### src/rtl/fetch_ctrl_pkg.sv
// rtl/fetch_ctrl_pkg.sv - shared types and constants for the fetch controller
// Holds the controller state encoding, the default halt sentinel and the
// instruction size used by all address arithmetic.
package fetch_ctrl_pkg;

    typedef enum logic [1:0] {
        ST_IDLE  = 2'd0,
        ST_RUN   = 2'd1,
        ST_HALT  = 2'd2,
        ST_FAULT = 2'd3
    } state_t;

    // syscall encoding; fetching it stops the sequencer
    localparam logic [31:0] HALT_WORD_DEF = 32'h0000_000C;

    localparam int INSTR_BYTES = 4;

endpackage

### src/rtl/fetch_ctrl_if.sv
// rtl/fetch_ctrl_if.sv - fetch controller bus: control inputs, ROM port, status outputs
// Ports (master = fetch controller side):
//   start, stall, jump, jump_target, branch_taken, branch_target : sequencing controls in
//   i_addr / i_data                                              : ROM byte address out, word in
//   instr, instr_valid                                           : qualified word to decode
//   pc, pc_plus4, halted, fault, fault_addr, retired             : status out
interface fetch_ctrl_if;

    logic        start;
    logic        stall;
    logic        jump;
    logic [31:0] jump_target;
    logic        branch_taken;
    logic [31:0] branch_target;
    logic [31:0] i_addr;
    logic [31:0] i_data;
    logic [31:0] instr;
    logic        instr_valid;
    logic [31:0] pc;
    logic [31:0] pc_plus4;
    logic        halted;
    logic        fault;
    logic [31:0] fault_addr;
    logic [31:0] retired;

    modport master (
        input  start, stall, jump, jump_target, branch_taken, branch_target, i_data,
        output i_addr, instr, instr_valid, pc, pc_plus4, halted, fault, fault_addr, retired
    );

    modport slave (
        output start, stall, jump, jump_target, branch_taken, branch_target, i_data,
        input  i_addr, instr, instr_valid, pc, pc_plus4, halted, fault, fault_addr, retired
    );

endinterface

### src/rtl/fetch_ctrl_pc_next_sel.sv
// rtl/fetch_ctrl_pc_next_sel.sv - next-PC mux with range and alignment check
// Ports:
//   pc                          : current program counter
//   jump, jump_target           : jump redirect (wins over branch)
//   branch_taken, branch_target : branch redirect
//   pc_plus4                    : sequential successor, wraps mod 2^32
//   next                        : selected next PC
//   next_bad                    : next is misaligned or outside the ROM
module fetch_ctrl_pc_next_sel
    import fetch_ctrl_pkg::*;
#(
    parameter int MEM_WORDS = 64
) (
    input  logic [31:0] pc,
    input  logic        jump,
    input  logic [31:0] jump_target,
    input  logic        branch_taken,
    input  logic [31:0] branch_target,
    output logic [31:0] pc_plus4,
    output logic [31:0] next,
    output logic        next_bad
);

    localparam logic [31:0] LIMIT = 32'(INSTR_BYTES * MEM_WORDS);

    assign pc_plus4 = pc + 32'(INSTR_BYTES);

    always_comb begin
        next = pc_plus4;
        if (jump) begin
            next = jump_target;
        end else if (branch_taken) begin
            next = branch_target;
        end
    end

    // Falling off the last word is out of range rather than a wrap to 0.
    assign next_bad = (next[1:0] != 2'b00) || (next >= LIMIT);

endmodule

### src/rtl/fetch_ctrl.sv
// rtl/fetch_ctrl.sv - program counter and fetch sequencer for the monocycle core
// Ports:
//   clock : rising-edge clock
//   reset : asynchronous active-high reset
//   bus   : fetch_ctrl_if.master (controls, ROM port, qualified instruction, status)
module fetch_ctrl
    import fetch_ctrl_pkg::*;
#(
    parameter int          MEM_WORDS = 64,
    parameter logic [31:0] RESET_PC  = 32'h0000_0000,
    parameter logic [31:0] HALT_WORD = HALT_WORD_DEF
) (
    input logic          clock,
    input logic          reset,
    fetch_ctrl_if.master bus
);

    state_t      state, state_nx;
    logic [31:0] pc, pc_nx;
    logic [31:0] fault_addr, fault_addr_nx;
    logic [31:0] retired, retired_nx;
    logic [31:0] pc_plus4;
    logic [31:0] next;
    logic        next_bad;
    logic        is_halt;

    fetch_ctrl_pc_next_sel #(
        .MEM_WORDS(MEM_WORDS)
    ) u_next_sel (
        .pc           (pc),
        .jump         (bus.jump),
        .jump_target  (bus.jump_target),
        .branch_taken (bus.branch_taken),
        .branch_target(bus.branch_target),
        .pc_plus4     (pc_plus4),
        .next         (next),
        .next_bad     (next_bad)
    );

    assign is_halt = (bus.i_data == HALT_WORD);

    always_ff @(posedge clock or posedge reset) begin
        if (reset) begin
            state      <= ST_IDLE;
            pc         <= RESET_PC;
            fault_addr <= 32'h0;
            retired    <= 32'h0;
        end else begin
            state      <= state_nx;
            pc         <= pc_nx;
            fault_addr <= fault_addr_nx;
            retired    <= retired_nx;
        end
    end

    always_comb begin
        state_nx      = state;
        pc_nx         = pc;
        fault_addr_nx = fault_addr;
        retired_nx    = retired;
        case (state)
            ST_IDLE: begin
                if (bus.start) begin
                    state_nx = ST_RUN;
                end
            end
            ST_RUN: begin
                // A stalled cycle drops any redirect; the requester re-presents it.
                if (!bus.stall) begin
                    if (is_halt) begin
                        state_nx = ST_HALT;
                    end else if (next_bad) begin
                        state_nx      = ST_FAULT;
                        fault_addr_nx = next;
                    end else begin
                        pc_nx = next;
                        if (retired != 32'hFFFF_FFFF) begin
                            retired_nx = retired + 32'd1;
                        end
                    end
                end
            end
            ST_HALT: begin
                // Restart keeps the retired count running across programs.
                if (bus.start) begin
                    state_nx = ST_RUN;
                    pc_nx    = RESET_PC;
                end
            end
            ST_FAULT: begin
                state_nx = ST_FAULT;
            end
            default: begin
                state_nx = state;
            end
        endcase
    end

    assign bus.i_addr      = pc;
    assign bus.pc          = pc;
    assign bus.pc_plus4    = pc_plus4;
    assign bus.instr_valid = (state == ST_RUN) && !bus.stall && !is_halt;
    assign bus.instr       = bus.instr_valid ? bus.i_data : 32'h0;
    assign bus.halted      = (state == ST_HALT);
    assign bus.fault       = (state == ST_FAULT);
    assign bus.fault_addr  = fault_addr;
    assign bus.retired     = retired;

endmodule

### src/flat_wrapper.sv
// flat-port wrapper written by rule: the top's interface ports become plain ports
module fetch_ctrl_flat import fetch_ctrl_pkg::*;
#(
    parameter int          MEM_WORDS = 64,
    parameter logic [31:0] RESET_PC  = 32'h0000_0000,
    parameter logic [31:0] HALT_WORD = HALT_WORD_DEF
)
  (clock, reset, bus_start, bus_stall, bus_jump, bus_jump_target, bus_branch_taken, bus_branch_target, bus_i_data, bus_i_addr, bus_instr, bus_instr_valid, bus_pc, bus_pc_plus4, bus_halted, bus_fault, bus_fault_addr, bus_retired);
  fetch_ctrl_if bus_i ();
  input logic clock;
  input logic reset;
  input wire logic [$bits(bus_i.start)-1:0] bus_start;
  input wire logic [$bits(bus_i.stall)-1:0] bus_stall;
  input wire logic [$bits(bus_i.jump)-1:0] bus_jump;
  input wire logic [$bits(bus_i.jump_target)-1:0] bus_jump_target;
  input wire logic [$bits(bus_i.branch_taken)-1:0] bus_branch_taken;
  input wire logic [$bits(bus_i.branch_target)-1:0] bus_branch_target;
  input wire logic [$bits(bus_i.i_data)-1:0] bus_i_data;
  output wire logic [$bits(bus_i.i_addr)-1:0] bus_i_addr;
  output wire logic [$bits(bus_i.instr)-1:0] bus_instr;
  output wire logic [$bits(bus_i.instr_valid)-1:0] bus_instr_valid;
  output wire logic [$bits(bus_i.pc)-1:0] bus_pc;
  output wire logic [$bits(bus_i.pc_plus4)-1:0] bus_pc_plus4;
  output wire logic [$bits(bus_i.halted)-1:0] bus_halted;
  output wire logic [$bits(bus_i.fault)-1:0] bus_fault;
  output wire logic [$bits(bus_i.fault_addr)-1:0] bus_fault_addr;
  output wire logic [$bits(bus_i.retired)-1:0] bus_retired;
  assign bus_i.start = bus_start;
  assign bus_i.stall = bus_stall;
  assign bus_i.jump = bus_jump;
  assign bus_i.jump_target = bus_jump_target;
  assign bus_i.branch_taken = bus_branch_taken;
  assign bus_i.branch_target = bus_branch_target;
  assign bus_i.i_data = bus_i_data;
  assign bus_i_addr = bus_i.i_addr;
  assign bus_instr = bus_i.instr;
  assign bus_instr_valid = bus_i.instr_valid;
  assign bus_pc = bus_i.pc;
  assign bus_pc_plus4 = bus_i.pc_plus4;
  assign bus_halted = bus_i.halted;
  assign bus_fault = bus_i.fault;
  assign bus_fault_addr = bus_i.fault_addr;
  assign bus_retired = bus_i.retired;
  fetch_ctrl #(.MEM_WORDS(MEM_WORDS), .RESET_PC(RESET_PC), .HALT_WORD(HALT_WORD)) u_core (.clock(clock), .reset(reset), .bus(bus_i));
endmodule
### config.mk
export PLATFORM = sky130hd
export DESIGN_NAME = fetch_ctrl_flat
export DESIGN_NICKNAME = d
export VERILOG_FILES = /design/src/rtl/fetch_ctrl_pkg.sv /design/src/rtl/fetch_ctrl_if.sv /design/src/rtl/fetch_ctrl_pc_next_sel.sv /design/src/rtl/fetch_ctrl.sv /design/src/flat_wrapper.sv
export SDC_FILE = /design/constraint.sdc
export NUM_CORES = 1
export LEC_CHECK = 0
export CORE_MARGIN = 2
export CORE_UTILIZATION = 41
export DETAILED_ROUTE_END_ITERATION = 8
export GPL_ROUTABILITY_DRIVEN = 0
export PLACE_DENSITY_LB_ADDON = 0.2
export SLEW_MARGIN = 20
export SYNTH_ARGS = -nofsm -noshare
export SYNTH_HDL_FRONTEND = slang
export SYNTH_SLANG_ARGS = --single-unit
### constraint.sdc
create_clock -name clock -period 3.97 [get_ports clock]
set_input_delay 0.397 -clock clock [delete_from_list [all_inputs] [get_ports clock]]
set_output_delay 0.397 -clock clock [all_outputs]
set_load 0.05 [all_outputs]
After elaboration in Yosys (flattened, before gate mapping)
Index checks and enable logic that the tools add are counted.

ROM bits: 0. Bits of input ports: 102. Memories: 0. Register bits after elaboration: 98. Logic and storage cells: 47. Bits in latches: 0. Memory bits (writable): 0.

Muxes and demuxes: 13. Add/sub/neg operators: 2. $mul: 0. Div/mod/pow operators: 0. Reduce and logical (&&, ||, !) cells: 13. Bitwise gates (word level): 3. Eq/ne operators: 11. Magnitude comparators: 1. Shift-type cells: 0.

Operators with widths (count): $mux 32 (7); $pmux 32 s2 (1); $add 32x1->32 const B (1); $add 32x3->32 const B (1); $eq 32x4->1 const B (1); $ge 32x9->1 const B (1); $ne 32x32->1 const B (1); $reduce_and 5->1 (2); $mux 2 (4); $ne 2x2->1 const B (4); $pmux 2 s3 (1); $eq 2x2->1 const B (2); $reduce_and 4->1 (1); $reduce_bool 2->1 (2); $ne 3x1->1 const B (1); $not 1->1 (3); $reduce_and 3->1 (1); $eq 2x1->1 const B (1); $logic_and 1x1->1 (2); $logic_not 1->1 (2); $logic_not 2->1 (1); $ne 2x1->1 const B (1); $reduce_or 2->1 (1); $logic_or 1x1->1 (1).

Depth between registers and ports, before layout
Depth after elaboration: 9. Gate-level depth with buffers: 13. Depth with buffers taken out: 10.

Cells and area by module
Synthesis repeated with hierarchy kept, for this count alone.

Cell total of the unflattened synthesis: 706. Area, all modules: 6357.3 um2.

Modules (own cells, without submodules): fetch_ctrl (instances 1, cells each 445, area each 4740.8 um2, seq. area each 2452.4 um2); fetch_ctrl_pc_next_sel (instances 1, cells each 261, area each 1616.6 um2, seq. area each 0.0 um2).

Worst setup path after synthesis
Ideal clock, no wire load.

Path type: register to register. From: register u_core.pc[9], in the netlist u_core.bus.i_addr[9]. To: register u_core.retired[28], in the netlist u_core.bus.retired[28]. Clock period less this slack: 4.209 ns. Setup time: 0.141 ns. Stages on the path, launching flop included: 12. Arrival time: 4.068 ns. Setup slack: -0.239 ns. Cells stage by stage: dfrtp_1 buf_2 nand4_2 nor4_4 nand4_1 xnor2_1 a21o_1 or4_1 or4_1 buf_2 or3_1 xnor2_1.

Cells in the longest elaborated chain, start to end: 7.

RTL lines: start: declaration (RTL line fetch_ctrl.sv:19) `logic [31:0] pc, pc_nx;`; start signal: assignment (RTL line fetch_ctrl.sv:50) `pc <= pc_nx;`; $add 32x3->32 (RTL line fetch_ctrl_pc_next_sel.sv:26) `assign pc_plus4 = pc + 32'(INSTR_BYTES);`; named net bus_pc_plus4[23] (RTL line flat_wrapper.sv:23) `output wire logic [$bits(bus_i.pc_plus4)-1:0] bus_pc_plus4;`; $mux 32 (RTL line fetch_ctrl_pc_next_sel.sv:32) `end else if (branch_taken) begin`; $mux 32 (RTL line fetch_ctrl_pc_next_sel.sv:30) `if (jump) begin`; $ge 32x9->1 (RTL line fetch_ctrl_pc_next_sel.sv:38) `assign next_bad = (next[1:0] != 2'b00) || (next >= LIMIT);`; $logic_or 1x1->1 (RTL line fetch_ctrl_pc_next_sel.sv:38); $not 1->1 (no line); $reduce_and 5->1 (no line); end signal: assignment (RTL line fetch_ctrl.sv:52) `retired <= retired_nx;`; end: declaration (RTL line fetch_ctrl.sv:21) `logic [31:0] retired, retired_nx;`.

The timed path passes the listed nets, and every way through them passes these cells. A chain may end at the register's enable or synchronous reset.

Worst setup path in the final report
From: register u_core.pc[13], in the netlist u_core.bus.i_addr[13]. To: register u_core.retired[4], in the netlist u_core.bus.retired[4].

Cells in the longest elaborated chain, start to end: 7.

RTL lines (RTL line): $add 32x3->32 (fetch_ctrl_pc_next_sel.sv:26); $mux 32 (fetch_ctrl_pc_next_sel.sv:32); $mux 32 (fetch_ctrl_pc_next_sel.sv:30); $ge 32x9->1 (fetch_ctrl_pc_next_sel.sv:38); $logic_or 1x1->1 (fetch_ctrl_pc_next_sel.sv:38); $not 1->1 (no line); $reduce_and 5->1 (no line).

No other way between the ends.

==> flow_summary.toml <==
[setup_path]
crit_path_end_kind = "flop"
critPathArrivalTime_ns = 4.02
crit_type = "flop to flop"
startpoint_type = "flop"
cp.required_ns = 4.24
ff2ff_setup_slack_ns = 0.22
path_max_fanout = 7

[placed_design]
hpwlAfterDp_um = 17100
placed_cells = 1078
portBuffers = 296
dpl-instance-area_um2 = 9190

[die]
die_y_um = 125
core_area_um2 = 14500
chipWidth_um = 125
io_pins = 297
die-area_um2 = 15700
rows = 44
initial_utilization = 0.418

[clocking]
numCtsBuffers = 9
cts_buffer_depth = 2
cts.sinks = 98
clock_latency_ns = 0.35
cts_tree = "built"
hold_buffers = 0
htreeDepth = 3
cts-root-buf = "clkbuf_16"
clkSlewWorstSetupHoldPaths_ns = 0.07

[power_and_ir_drop]
ir_drop_v = 0.000174
clkPwrFrac = 0.344
p_per_area_nw_per_um2 = 268
power_frac_seq = 0.422
internal-power_mw = 1.79
p_sw_uw = 763
leakagePower_nw = 4.21
switching_share = 0.299
combPwrFrac = 0.233

[global_routing]
grt_pass1_wl_um = 34300
gr-total-overflow = 0
grt_max_degree = 85
grtUsageTotal = 0.276
grt_pass1_vias = 6071
antenna_found_initial = 0

[timing]
min_period_over_period = 0.944
final.setup.tns_ns = 0
rsz0062_at_grt = "false"
finalHoldViolations = 0
skew_ns = 0.0103
slew_headroom = 0.402
post-route-min-period_ns = 3.75
worst_hold_slack_ns = 0.492
max_freq_ghz = 0.267
finalSetupViolCount = 0
tightest_slew_ns = 0.894
slew_violations = 0

[yosys]
postSynthAreaPerCell_um2 = 9.50
synth_edf_count = 0
synthDominantCellAreaShare = 0.405
ys_ff_latch = 98
ys_types = 51
netlist_instances = 637
synth_most_common_cell = "dfrtp_1"
synth-async-reset-ratio = 1.00
yosys_warnings = 0
synth_common_cells = "98 x dfrtp_1, 48 x and3_1, 40 x and2_1"
synth_nets = 741
netlist_area_um2 = 6050
ys_top_cells_by_area = "dfrtp_1 41%, mux2_2 6.0%, xnor2_1 5.5%"
ys_seq_area_frac = 0.405
ys.flop_type = "dfrtp_1"
yosys.area.top_type = "dfrtp_1"

[routing]
avgViaCountPerCell = 5.53
drt_iter0_markers = 494
vias = 6059
drc = 0
drt_wl_total_um = 22000
drtAntennaViolNets = 0
dr.pass1.iters = 5
wire_per_inst_um = 20.1

[finish]
drive_above_1_share = 0.134
nets = 1011
fill_cells = 1158
n_antenna_cell = 0
syn_to_final_growth_pct = 57.4
fin_cells = 1096
postLayoutCellArea_um2 = 9530

[outcome]
status = "completed"

[min_path]
holdCritPathClass = "flop to flop"

[run]
drv_cap = 0
-- cells in the final DEF, fill, tap and decap left out, drive strengths merged, types with 4 or more instances in the layout --
cell type	synthesis	layout
xnor2	38	38
nor2b	5	5
nor2	20	20
clkdlybuf4s50	0	288
clkinv	0	4
nor4	16	16
a31o	6	6
o21ai	19	19
a21oi	8	8
and2	40	40
and4	8	8
a21o	9	9
inv	21	22
and3	49	49
xor2	21	21
nand4	25	25
dfrtp	98	98
mux2i	13	13
clkbuf	24	10
or3	4	4
or4	4	4
nand2	36	36
buf	49	44
a22o	10	10
nor3	19	19
nand3	34	34
mux2	33	33
-- final timing paths --
| kind | startpoint | end | cells after the start |
|---|---|---|---|
| setup / recovery | u_core.bus.i_addr[13]$_DFFE_PP0P_ | u_core.bus.retired[4]$_DFFE_PP0P_ | 10 |
| hold / removal | u_core.bus.retired[10]$_DFFE_PP0P_ | u_core.bus.retired[10]$_DFFE_PP0P_ | 1 |
| setup reg to reg | u_core.bus.i_addr[13]$_DFFE_PP0P_ | u_core.bus.retired[4]$_DFFE_PP0P_ | 10 |
| hold reg to reg | u_core.bus.retired[10]$_DFFE_PP0P_ | u_core.bus.retired[10]$_DFFE_PP0P_ | 1 |
| max in group asynchronous | reset | u_core.bus.i_addr[10]$_DFFE_PP0P_ | 3 |
| min in group asynchronous | reset | u_core.bus.fault_addr[19]$_DFFE_PP0P_ | 2 |
-- cells by family (layout without fill, tap and decap cells) --
group | count (synthesis) | after routing | share of synthesized area
compound gates | 71 | 71 | 0.0829
xor+xnor | 59 | 59 | 0.0854
fa+ha+maj | 2 | 2 | 0.00413
buf+inv | 94 | 369 | 0.0833
flops | 98 | 98 | 0.405
mux | 46 | 46 | 0.0829
simple gates | 267 | 267 | 0.256
-- layer usage --
layer  share of wire  wire length (µm)  global-route usage  up-vias
li1                -                 -                   -     2765
met5               0                 0                   0        -
met3           0.077              1680              0.0616       39
met1            0.39              8650               0.344     2916
met2            0.50             11000               0.470      339
met4           0.028               624               0.100        0
-- repair_timing --
action / 4_1_cts / 5_1_grt
resized for setup: 0 / 2
setup buffers: 0 / 2
setup endpoints to repair: 0 / 21
-- power groups by stage --
stage	Combinational, mW	Sequential, mW	Clock, mW
floorplan	0.126	1.28	0
finish	0.597	1.08	0.880
global placement	0.593	1.10	0
CTS	0.601	1.08	0.891
detailed placement	0.598	1.10	0
global route	0.624	1.09	0.940
-- sequential cells by signal, summed over array words and instances (netlist names) --
name,flops
u_core.bus.fault_addr,32
u_core.state,2
u_core.bus.i_addr,32
u_core.bus.retired,32
-- cell type report --
cell class | count | area (µm²) | area share
sequential | 98 | 2460 | 0.259
inverter | 21 | 83.8 | 0.00880
tap | 184 | 230 | 0.0242
multi-input combinational | 445 | 3140 | 0.330
timing repair buffer | 332 | 3310 | 0.348
clock buffer | 10 | 229 | 0.0240
clock inverter | 6 | 66.3 | 0.00696
-- metrics by stage --
step	total power [mW]	util	setup slack [ns]
CTS	2.57	0.655	0.0701
floorplan	1.41	-	0.0154
detailed placement	1.70	0.635	-0.0546
global placement	1.69	0.635	-0.0288
global route	2.65	0.658	0.0408
finish	2.56	0.658	0.223
-- critical path, cell delays in order (launching register included) --
cell	delay (ns)
dfrtp_1	0.46
nand2_1	0.24
nor4_4	0.52
nand4_2	0.21
xnor2_2	0.19
a21o_1	0.22
or4_1	0.50
or4_1	0.67
buf_4	0.22
nor3_1	0.24
xor2_1	0.19
(Power assumes the default switching activity.)
